File: src/rtl/cache_fill_fsm.sv
// ---------------------------------------------------------------------------
// cache_fill_fsm
//   Refills one cache block after a miss. The block-aligned base of the
//   missing address is latched, WORDS consecutive 16-bit reads are issued to
//   main memory on back-to-back cycles, and returned words are streamed into
//   the data array as they arrive. The tag is written together with the last
//   data word, which marks the block valid and ends the fill.
//
// Ports
//   clk               : clock, all state changes on its rising edge
//   rst               : synchronous active-high reset
//   miss_detected     : cache reports a miss on miss_address this cycle
//   miss_address      : byte address that missed
//   memory_data       : read data returned by main memory
//   memory_data_valid : memory_data holds one returned word this cycle
//   fsm_busy          : fill in progress (registered state decode)
//   memory_read       : issue a memory read at memory_address this cycle
//   memory_address    : byte address of the current read, 0 when idle
//   write_data_array  : write fill_data into the data array at word_index
//   word_index        : word slot within the block being written
//   fill_data         : pass-through of memory_data
//   write_tag_array   : write the tag for fill_base (block becomes valid)
//   fill_base         : block-aligned base address of the current fill
// ---------------------------------------------------------------------------
module cache_fill_fsm #(
  parameter int WORDS = 8
) (
  input  logic                       clk,
  input  logic                       rst,
  input  logic                       miss_detected,
  input  logic [15:0]                miss_address,
  input  logic [15:0]                memory_data,
  input  logic                       memory_data_valid,
  output logic                       fsm_busy,
  output logic                       memory_read,
  output logic [15:0]                memory_address,
  output logic                       write_data_array,
  output logic [$clog2(WORDS)-1:0]   word_index,
  output logic [15:0]                fill_data,
  output logic                       write_tag_array,
  output logic [15:0]                fill_base
);

  localparam int IDX_W = $clog2(WORDS);
  // issue_cnt needs one extra bit so it can saturate at WORDS
  localparam int CNT_W = IDX_W + 1;
  // A block spans WORDS * 2 bytes, so this many address bits are the offset
  localparam int OFF_W = $clog2(2 * WORDS);

  localparam logic [15:0]      BASE_MASK  = 16'hFFFF << OFF_W;
  localparam logic [CNT_W-1:0] ISSUE_MAX  = CNT_W'(WORDS);
  localparam logic [IDX_W-1:0] RECV_LAST  = IDX_W'(WORDS - 1);

  localparam logic [0:0] IDLE = 1'b0;
  localparam logic [0:0] FILL = 1'b1;

  logic [0:0]       state_q, state_d;
  logic [15:0]      base_q, base_d;
  logic [CNT_W-1:0] issue_cnt_q, issue_cnt_d;
  logic [IDX_W-1:0] recv_cnt_q, recv_cnt_d;
  logic [15:0]      issue_off_s;

  // Byte offset of the next request: two bytes per word
  assign issue_off_s = 16'(issue_cnt_q) << 1;

  assign fsm_busy  = (state_q == FILL);
  assign fill_base = base_q;
  assign fill_data = memory_data;

  // Next-state, counter and request/write strobe logic
  always_comb begin
    state_d          = state_q;
    base_d           = base_q;
    issue_cnt_d      = issue_cnt_q;
    recv_cnt_d       = recv_cnt_q;
    memory_read      = 1'b0;
    memory_address   = 16'h0000;
    write_data_array = 1'b0;
    word_index       = '0;
    write_tag_array  = 1'b0;

    // While reset is held no request or array write may escape, even if
    // the registered state still says FILL during this cycle.
    if (rst) begin
      state_d     = IDLE;
      base_d      = 16'h0000;
      issue_cnt_d = '0;
      recv_cnt_d  = '0;
    end else begin
      case (state_q)
        IDLE: begin
          // Returned data while idle is ignored entirely
          if (miss_detected) begin
            base_d      = miss_address & BASE_MASK;
            issue_cnt_d = '0;
            recv_cnt_d  = '0;
            state_d     = FILL;
          end else begin
            state_d = IDLE;
          end
        end
        FILL: begin
          // Request side: one read per cycle until WORDS have been issued
          if (issue_cnt_q < ISSUE_MAX) begin
            memory_read    = 1'b1;
            memory_address = base_q + issue_off_s;
            issue_cnt_d    = issue_cnt_q + CNT_W'(1);
          end else begin
            memory_read = 1'b0;
          end

          // Receive side runs independently of the request side
          if (memory_data_valid) begin
            write_data_array = 1'b1;
            word_index       = recv_cnt_q;
            recv_cnt_d       = recv_cnt_q + IDX_W'(1);
            if (recv_cnt_q == RECV_LAST) begin
              write_tag_array = 1'b1;
              state_d         = IDLE;
            end else begin
              state_d = FILL;
            end
          end else begin
            write_data_array = 1'b0;
          end
        end
        default: begin
          state_d = IDLE;
        end
      endcase
    end
  end

  // State, base and counter registers with synchronous reset
  always_ff @(posedge clk) begin
    if (rst) begin
      state_q     <= IDLE;
      base_q      <= 16'h0000;
      issue_cnt_q <= '0;
      recv_cnt_q  <= '0;
    end else begin
      state_q     <= state_d;
      base_q      <= base_d;
      issue_cnt_q <= issue_cnt_d;
      recv_cnt_q  <= recv_cnt_d;
    end
  end

endmodule

File: config.mk
export PLATFORM = sky130hd
export DESIGN_NAME = cache_fill_fsm
export DESIGN_NICKNAME = d
export VERILOG_FILES = /design/src/rtl/cache_fill_fsm.sv
export SDC_FILE = /design/constraint.sdc
export NUM_CORES = 1
export LEC_CHECK = 0
export BUFFER_PORTS_ARGS = -buffer_cell sky130_fd_sc_hd__buf_2
export CAP_MARGIN = 20
export CORE_AREA = 2 2 57 59
export CTS_CLUSTER_SIZE = 12
export DETAILED_ROUTE_END_ITERATION = 16
export DIE_AREA = 0 0 59 61
export GPL_ROUTABILITY_DRIVEN = 0
export PLACE_DENSITY = 0.78
export SYNTH_ARGS = -nofsm -noshare
export SYNTH_HDL_FRONTEND = slang
export SYNTH_SLANG_ARGS = --single-unit
File: constraint.sdc
create_clock -name clk -period 1.5 [get_ports clk]
set_input_delay 0 -clock clk [delete_from_list [all_inputs] [get_ports clk]]
set_output_delay 0 -clock clk [all_outputs]
set_load 0.02 [all_outputs]
# After elaboration in Yosys (flattened, before gate mapping)
# Index checks and enable logic that the tools add are counted.
# word_totals
out_inout_bits	55
register_bits	20
mem_bits_ro	0
mem_count	0
ramBits	0
latch_bits	0
# op_classes
n_eq_ne	4
multipliers	0
bitwise_logic	1
add_sub_neg	3
muxes	26
div	0
n_lt_le_gt_ge	1
reduce_logical	3
n_shift	0
# op_table
cell	count
$mux 16	3
$add 16x5->16	1
$mux 3	5
$mux 1	13
$mux 4	2
$pmux 4 s2	1
$pmux 3 s2	1
$reduce_and 2->1	3
$add 4x1->4 const B	1
$lt 4x4->1 const B	1
$ne 2x2->1 const B	2
$add 3x1->3 const B	1
$eq 3x3->1 const B	1
$ne 2x1->1 const B	1
$pmux 1 s2	1
$not 1->1	1

# Longest topological paths before layout
# Gate-level depths: netlist of run 1.
# logic_depth
ltp_word	5
ltp_mapped	4
mapped_depth_nobuf	4

# Worst setup path after synthesis of run 1
# No wires, ideal clock.
# synth_timing
path_kind	flip-flop to output port
start	reg state_q, in the netlist fsm_busy
end	out word_index[1]
path_slack_ns	0.093
required_ns	1.500
path_buffers	1
path_stages_with_launch	5
arrival_time_ns	1.407
path_cell_list	dfxtp_1 buf_6 nand2_1 nor2_1 and2_1
# synth_between
elab_chain_cells	2
# synth_rtl
element	line	rtl
from (decl)	57	logic [0:0] state_q, state_d;
from (signal assigned)	142	state_q <= state_d;
$mux 3	90	case (state_q)
$mux 3	84	if (rst) begin
to (decl)	38	output logic [$clog2(WORDS)-1:0] word_index,
# No other way between the ends.

# Final worst setup path of run 1
# layout_timing
start	reg issue_cnt_q[3]
end	out memory_address[15]
# layout_between
elab_chain_cells	4
word_cells_on_any_way	5
# layout_rtl
element	line	rtl
from (decl)	59	logic [CNT_W-1:0] issue_cnt_q, issue_cnt_d;
from (signal assigned)	144	issue_cnt_q <= issue_cnt_d;
$add 16x5->16 / $lt 4x4->1 (equally long branches)	106, 104	
$mux 16 (*)	104	if (issue_cnt_q < ISSUE_MAX) begin
$mux 16 (*)	90	
$mux 16 (*)	84	
to (decl)	36	output logic [15:0] memory_address,
# Mark *: on every way between the ends. The rest lies on a longest branch, timed or not.

==> results of run 1 <==
[cell families after synthesis]
logic type	synth area share [%]
AOI/OAI and AO/OA	12.1
adders and majority gates	3.40
buffers and inverters	17.7
DFF	36.3
muxes	0.907
other	0.340
and+or+nand+nor	29.3
[report_power, final]
group          switching [uW]  internal (uW)
combinational             129           95.8
clock                     167            148
sequential               18.1            556
total                     313            800
[state kept, by name, summed over array words and instances (netlist names)]
name,count
fill_base,12
fsm_busy,1
issue_cnt_q,4
recv_cnt_q,3
[metal layers]
metal | routed length (um) | GRT usage (%) | vias to the layer above
met5 | 0 | 0 | -
met4 | 27 | 6.82 | 0
met3 | 113 | 2.13 | 2
met2 | 1210 | 25.1 | 31
met1 | 1060 | 16.1 | 439
li1 | - | - | 516
[worst register-to-register path: cells and delay by family (launching register included)]
family | cells | cell delay (ns)
and+or+nand+nor | 2 | 0.42
AOI/OAI and AO/OA | 1 | 0.12
DFF | 1 | 0.41
adders and majority gates | 1 | 0.22
[per-stage QoR]
| step | hold WS, ns | worst slack (ns) | cell area (sq um) | instances |
|---|---|---|---|---|
| floorplan | 0.0780 | 0.0932 | 1120 | 139 |
| global placement | 0.000137 | 0.225 | 1240 | 197 |
| detailed placement | 0.000137 | 0.206 | 1240 | 197 |
| CTS | 0.000137 | 0.0173 | 1410 | 214 |
| global route | 0.0000292 | 0.00246 | 1430 | 216 |
| finish | 0.00000881 | 0.106 | 1430 | 216 |
[final timing paths]
path / startpoint / end / slack, ns / cells past startpoint
hold reg to reg: fill_base[7] / fill_base[7] / 0.47 / 2
setup / recovery: issue_cnt_q[3] / memory_address[15] / 0.11 / 4
hold / removal: memory_data[8] / fill_data[8] / 0.000009 / 0
setup reg to reg: issue_cnt_q[0] / issue_cnt_q[2] / 0.27 / 4
[area by class of cell]
cell class	count	share of cell area, %
flip-flops and latches	20	28.3
repair buffers	67	29.1
multi-input cells	91	36.9
inverters	1	0.262
clock buffers	4	2.54
well taps	33	2.89
[Yosys cell counts (all sizes together)]
cell / instances / area (sq um)
a211oi: 1 / 12.5
a21oi: 14 / 70.1
a311oi: 1 / 8.76
a31oi: 1 / 6.26
a32oi: 2 / 17.5
a41oi: 1 / 8.76
and2: 19 / 120
and2b: 1 / 7.51
buf: 25 / 184
clkbuf: 2 / 7.51
conb: 1 / 3.75
dfxtp: 20 / 400
ha: 3 / 37.5
inv: 1 / 3.75
mux2i: 1 / 10.0
nand2: 26 / 97.6
nand2b: 2 / 20.0
nand3: 1 / 5.00
nand3b: 1 / 7.51
nor2: 5 / 18.8
nor3: 2 / 10.0
nor3b: 1 / 18.8
o21ai: 2 / 10.0
or3b: 2 / 17.5
[layout by cell type, fill, tap and decap left out, types with 2 or more instances in the layout]
cell type | synthesis | final
o21ai_0 | 2 | 2
clkbuf_4 | 0 | 3
buf_2 | 3 | 49
conb_1 | 1 | 5
nor2_1 | 5 | 4
a32oi_1 | 2 | 2
a21oi_1 | 14 | 14
nand2_1 | 26 | 25
dlygate4sd3_1 | 0 | 13
nor3_1 | 2 | 2
dfxtp_1 | 20 | 19
buf_4 | 21 | 4
ha_1 | 3 | 3
and2_1 | 18 | 18
[what timing repair did]
action                                 CTS  global route
hold buffers                            13             0
pin swaps                                0             1
setup endpoints to repair               17            17
endpoints found under the hold margin   13             0
cloned                                   0             0
resized for setup                        2             3
setup buffers                            0             2
==> metrics, run 1 <==
outcome=completed; Setup CP Type=reg2out; Leakage=0.000706 uW; worst min path class=in2out; RSZ-0062 raised after global routing=no; initial core utilization=37.4%; Max Fclk=717 MHz; synth warn=0; clock skew=0.00242 ns; core footprint=0.00295 sq mm; Mean Syn Cell Area=8.17 sq um; die height=61 um; CTS buffer count=3; clock root buffer=clkbuf_4; startpoint types=register; Final min period=1.39 ns; Mapped Cells=135; Worst EP required=1.50 ns; final layout net count=223; Area Growth Syn to Fin=29.6%; worst vdd ir=0.307 mV; Critical Path AT=1.39 ns; slowest CP cell=dfxtp_1; CP bufs+invs=2; share of layout cells above drive strength 1=36.1%; multi-input logic area=528 sq um; FF+latch count, synth=20; number of H-tree levels=1; diodes inserted=0; antenna violations before repair=0; vias after detailed routing=988; Util after Layout=48.4%; CTS Sinks=20; Final ANT Viol Nets=0; Fin Setup TNS=0 ns; WL final=2410 um; global route overflow=0; Distinct cells, synth=29; number of max-cap violations=0; FF+latch area=404 sq um; final hold vios=0; I/O pins=91; Fill cells=296; first-pass GRT wire length=3660 um; DR DRC count=0; total track usage=13.9%; Max Slew Vio Count=0; largest net degree at the start of global routing=24; die area=0.00360 sq mm; biggest cell delay along the critical path=0.39 ns; Tot Pwr=1110 uW; Die Wd=59 um; CTS tree=yes; power per cell area=778 mW/mm^2; DRT Pass-1 Iters=4; Max Fanout on Critical Path=14; row count=20; Synth Cell Area=0.00110 sq mm; crit-path leading delay family=flip-flops; WL/cell=11.2 um; dpl hpwl=1560 um; I/O Buffers=49; 1st-iter DRT viols=16; CP endpoint kind=output pin; crit share post-route=92.9%; vias in the first global route=832; clock input transition at the sequential cells of the worst setup and hold paths=0.11 ns; final setup fails=0; vias per cell=4.57; Clock Path Buffers=2; CP Cell Sequence=nor3b_4 > buf_6 > and2_1 > buf_2; clock latency on the worst-skew pair=0.30 ns; Seq/Total Area, Yosys=36.3%
Note: power is estimated with default switching activity, not from simulation.
==> run 2, diff against run 1 <==
Settings changed: SETUP_SLACK_MARGIN set to 0.1.
Clock period 1.5 ns to 1.44 ns, I/O delays scaled along.
==> metrics, run 2 (same netlist as run 1, synthesis figures left out) <==
share of layout cells above drive strength 1=38.9% (+2.9 points); Clock Path Buffers=2 (unchanged); worst min path class=in2out; 1st-iter DRT viols=16 (unchanged); CTS tree=yes; dpl hpwl=1710 um (+9.6%); core footprint=0.00295 sq mm (unchanged); Final min period=1.34 ns; slowest CP cell=dfxtp_2; Worst EP required=1.44 ns (-0.06 ns); largest net degree at the start of global routing=14 (-42%); DRT Pass-1 Iters=3 (-1); row count=20 (unchanged); WHS=0.00000561 ns (-0.00000320 ns); clock latency on the worst-skew pair=0.30 ns (about the same); commonest non-fill, non-tap cells in the layout=46 x buf_2, 25 x nand2_1, 18 x and2_1; clock root buffer=clkbuf_4; CP Cell Sequence=nor3b_4 > buf_6 > and2_1 > buf_2; clock skew=0.00250 ns (+0.0000773 ns); WL final=2510 um (+4.0%); RSZ-0062 raised after global routing=yes; worst vdd ir=0.297 mV (-3.4%); biggest cell delay along the critical path=0.37 ns (-0.02 ns); CP endpoint kind=output pin; final hold vios=0 (unchanged); number of max-cap violations=0 (unchanged); final layout net count=225 (+0.90%); Setup CP Type=reg2out; CTS buffer count=3 (unchanged); total track usage=14.2% (+0.25 points); power per cell area=794 mW/mm^2 (+2.1%); global route overflow=0 (unchanged); Final Non-Filler Cells=218 (+0.93%); DP Cell Count=200 (+1.5%); CTS Sinks=20 (unchanged); I/O Buffers=49 (unchanged); crit share post-route=92.7%; Max Fclk=749 MHz; die area=0.00360 sq mm (unchanged); max FFs per register=12 (unchanged); startpoint types=register; WL/cell=11.5 um (+3.0%); first-pass GRT wire length=3840 um (+4.9%); Max Fanout on Critical Path=12 (-2); Final ANT Viol Nets=0 (unchanged); final setup fails=0 (unchanged); antenna violations before repair=0 (unchanged); Die Wd=59 um (unchanged); vias after detailed routing=997 (+0.91%); initial core utilization=37.4% (unchanged); clock input transition at the sequential cells of the worst setup and hold paths=0.12 ns (about the same); Leakage=0.000716 uW (+1.5%); DR DRC count=0 (unchanged); diodes inserted=0 (unchanged); most common cell after layout, fill and taps aside=buf_2; I/O pins=91 (unchanged); Area Growth Syn to Fin=33.3%; Max Slew Vio Count=0 (unchanged); die height=61 um (unchanged); vias per cell=4.57 (about the same); Critical Path AT=1.34 ns (-0.05 ns); outcome=completed; number of H-tree levels=1 (unchanged); vias in the first global route=903 (+8.5%)
==> run 2: per-stage QoR <==
step	total power (uW)	utilization (%)	setup TNS, ns	setup WS (ns)	area [sq um]
detailed placement	820	42.7	0	0.102	1260
global placement	815	42.7	0	0.188	1260
CTS	1180	49.1	0	0.0680	1450
global route	1240	49.8	-0.00857	-0.00501	1470
floorplan	814	-	0	0.154	1120
finish	1170	49.8	0	0.105	1470
==> run 2: cell type report <==
cell class	count	area, sq um
tap	33	41.3
sequential	20	408
clock buffer	4	36.3
timing repair buffer	69	447
inverter	1	3.75
fill	294	1480
multi-input combinational	91	536
==> run 2: power breakdown <==
group / leakage (uW) / switching (uW) / internal [uW]
clock network: 0.0000210 / 174 / 154
registers: 0.000166 / 19.0 / 579
logic: 0.000530 / 137 / 106
total: 0.000716 / 330 / 839
==> run 2: per-layer routing <==
| layer | wire, um | global-route usage [%] | vias to the layer above | share of wire [%] |
|---|---|---|---|---|
| met3 | 114 | 1.71 | 4 | 4.5 |
| met5 | 0 | 0 | - | 0 |
| met4 | 31 | 7.47 | 0 | 1.2 |
| li1 | - | - | 516 | - |
| met1 | 1090 | 15.6 | 440 | 43 |
| met2 | 1270 | 26.7 | 37 | 51 |
==> run 2: worst max-delay path: cells and delay by family (launching register included) <==
kind | cells | cell delay (ns)
flip-flops | 1 | 0.37
AND/OR/NAND/NOR | 2 | 0.34
buffers and inverters | 2 | 0.32
==> run 2: final timing paths <==
check / slack, ns / cells past startpoint / to / start
setup / recovery: 0.10 / 4 / memory_address[2] / issue_cnt_q[3]
hold / removal: 0.000006 / 0 / fill_data[14] / memory_data[14]
setup reg to reg: 0.21 / 4 / issue_cnt_q[2] / issue_cnt_q[0]
hold reg to reg: 0.47 / 2 / fill_base[6] / fill_base[6]
==> run 2: repair_timing <==
item | 4_1_cts | 5_1_grt
resized for setup | 6 | 8
pin swaps | 1 | 1
endpoints found under the hold margin | 13 | 0
hold buffers | 13 | 0
endpoints found under the setup margin | 22 | 18
setup buffers | 1 | 0
==> run 3, diff against run 2 <==
Settings changed: ABC_AREA set to 1, CORE_AREA 2 2 57 59 to 2 2 58 60, DIE_AREA 0 0 59 61 to 0 0 60 62.
==> metrics, run 3 <==
I/O pins=91 (unchanged); Seq/Total Area, Yosys=34.4% (-1.8 points); clock latency on the worst-skew pair=0.29 ns (about the same); outcome=completed; top-count cell post-synth=inv_1; number of max-cap violations=0 (unchanged); Final Non-Filler Cells=260 (+19%); multi-input logic area=522 sq um (-2.6%); worst vdd ir=0.276 mV (-6.8%); Setup crit start=issue_cnt_q[3]; WL final=2760 um (+10%); Synth top cells by count=23 x inv_1, 21 x buf_4, 21 x nand2_1, 20 x dfxtp_1, 17 x o21ai_0; number of H-tree levels=1 (unchanged); I/O Buffers=49 (unchanged); vias after detailed routing=1,154 (+16%); Max Fanout on Critical Path=13 (+1); Clock Path Buffers=2 (unchanged); DR DRC count=0 (unchanged); 1st-iter DRT viols=72 (+56); Critical Path AT=1.31 ns (-0.03 ns); vias in the first global route=946 (+4.8%); max FFs per register=12 (unchanged); Distinct cells, synth=20 (-31%); final setup fails=0 (unchanged); CTS buffer count=3 (unchanged); CTS Sinks=20 (unchanged); RSZ-0062 raised after global routing=yes; DRT Pass-1 Iters=4 (+1); Final min period=1.31 ns (-0.0239 ns); Hold Path Stages=0 (unchanged); power per cell area=792 mW/mm^2 (-0.36%); post-synth top area cell=dfxtp_1; crit share post-route=91.1% (-1.7 points); vias per cell=4.44 (-3.0%); ys async rst share=0% (unchanged); Die Wd=60 um (+1.7%); share of layout cells above drive strength 1=39.3% (+0.33 points); core footprint=0.00318 sq mm (+7.7%); synth top area cells=dfxtp_1 34%, buf_4 14%, inv_1 7.4%; reg-to-reg slack, setup=0.32 ns (+0.11 ns); final instance area=0.00155 sq mm (+5.2%); Fin Setup TNS=0 ns (unchanged); Fill cells=330 (+12%); clock skew=0.00530 ns (+0.00280 ns); CTS tree=yes; ys flop type=dfxtp_1; Synth Cell Area=0.00116 sq mm (+5.3%); Final ANT Viol Nets=0 (unchanged); r2r endpoint=fill_base[7]; commonest non-fill, non-tap cells in the layout=40 x buf_2, 22 x inv_1, 21 x nand2_1; top-area cell type share of the netlist area=34.4% (-1.8 points); CP endpoint kind=output pin; Hold Crit Endpoint=fill_data[14]; pre-CTS setup slack=0.228 ns (+0.127 ns); die height=62 um (+1.6%); Worst EP required=1.44 ns (about the same); most common cell after layout, fill and taps aside=buf_2; clock input transition at the sequential cells of the worst setup and hold paths=0.11 ns (about the same); diodes inserted=0 (unchanged); Post-synth EDFFs=0 (unchanged); final layout net count=254 (+13%); placed inst area=0.00130 sq mm (+3.4%); die area=0.00372 sq mm (+3.4%); FF+latch area=412 sq um (+0.92%); startpoint types=register; Max Fclk=762 MHz (+1.8%); Area Growth Syn to Fin=33.2%; Setup CP Type=reg2out; reg2reg path depth=5 (+1); worst min path class=in2out; antenna violations before repair=0 (unchanged); initial core utilization=36.6% (-0.81 points); first-pass GRT wire length=4060 um (+5.6%); DP Cell Count=241 (+21%); synth warn=0 (unchanged); clock root buffer=clkbuf_4; global route overflow=0 (unchanged); HP Start=memory_data[14]; dpl hpwl=1940 um (+13%); Reg-to-Reg Start=fsm_busy; Max Slew Vio Count=0 (unchanged); row count=21 (+5.0%); total track usage=14.3% (+0.10 points); Leakage=0.000733 uW (+2.3%); FF+latch count, synth=20 (unchanged); PnR worst setup slack=0.128 ns (+0.0239 ns); final hold vios=0 (unchanged); largest net degree at the start of global routing=19 (+5); WL/cell=10.6 um (-7.6%); Mean Syn Cell Area=7.00 sq um (-14%); Mapped Cells=166 (+23%)
==> run 3: changes by cell type after synthesis, sizes merged, moves of 3 or more <==
| cell | change |
|---|---|
| and2 | -19 |
| inv | +25 |
| nand2 | -3 |
| nand3 | +3 |
| nor2 | +23 |
| o21ai | +16 |
==> run 3: kinds of logic (layout without fill, tap and decap cells) <==
family                     after synthesis  count (layout)  synth area share, %
AOI/OAI and AO/OA                       35              35                 15.3
and+or+nand+nor                         56              56                 22.5
DFF                                     20              20                 34.4
buffers and inverters                   51              95                 24.2
other                                    1               5                0.323
adders and majority gates                3               3                 3.23
==> run 3: worst max-delay path by stage <==
stage	slack, ns	end	cells after the start
3_3_place_gp	0.29	memory_address[14]	5
2_1_floorplan	0.1	word_index[0]	4
5_1_grt	0.06	memory_address[10]	7
4_1_cts	0.09	memory_address[10]	7
3_5_place_dp	0.23	memory_address[14]	5
6_report	0.13	memory_address[14]	6
==> run 3: what timing repair did <==
item / in CTS / in global routing
hold buffers: 12 / 0
gates resized for setup: 9 / 16
setup endpoints to repair: 16 / 16
endpoints found under the hold margin: 12 / 0
pin swaps: 2 / 3
setup buffers: 2 / 1
==> run 3: metrics by stage <==
stage          hold WS [ns]  util, %  total power [uW]
2_1_floorplan        0.0403        -               866
3_3_place_gp       0.000137     41.0               868
3_5_place_dp       0.000137     41.0               873
4_1_cts          0.00000655     47.0              1230
5_1_grt           0.0000308     48.7              1290
6_report         0.00000882     48.7              1230
==> run 3: area by class of cell <==
class / count / share of cell area, %
multi-input cells: 99 / 33.7
repair buffers: 65 / 27.0
flip-flops and latches: 20 / 26.6
inverters: 26 / 6.63
well taps: 46 / 3.72
clock buffers: 4 / 2.34
==> run 3: metal layers <==
metal / routed length, um / GRT usage [%]
met5: 0 / 0
met4: 38 / 4.13
met3: 223 / 3.31
met2: 1400 / 24.7
met1: 1100 / 17.8
==> run 3: power breakdown <==
| part | internal, uW | total (uW) | switching [uW] |
|---|---|---|---|
| sequential | 588 | 617 | 29.1 |
| clock | 154 | 326 | 172 |
| combinational | 108 | 282 | 175 |
==> run 3: worst max-delay path, stage by stage, from the launching register on <==
cell and delay, ns:
dfxtp_2 0.35, inv_2 0.07, nand2_4 0.07, nor2_4 0.14
inv_6 0.10, a21oi_1 0.13, buf_4 0.16
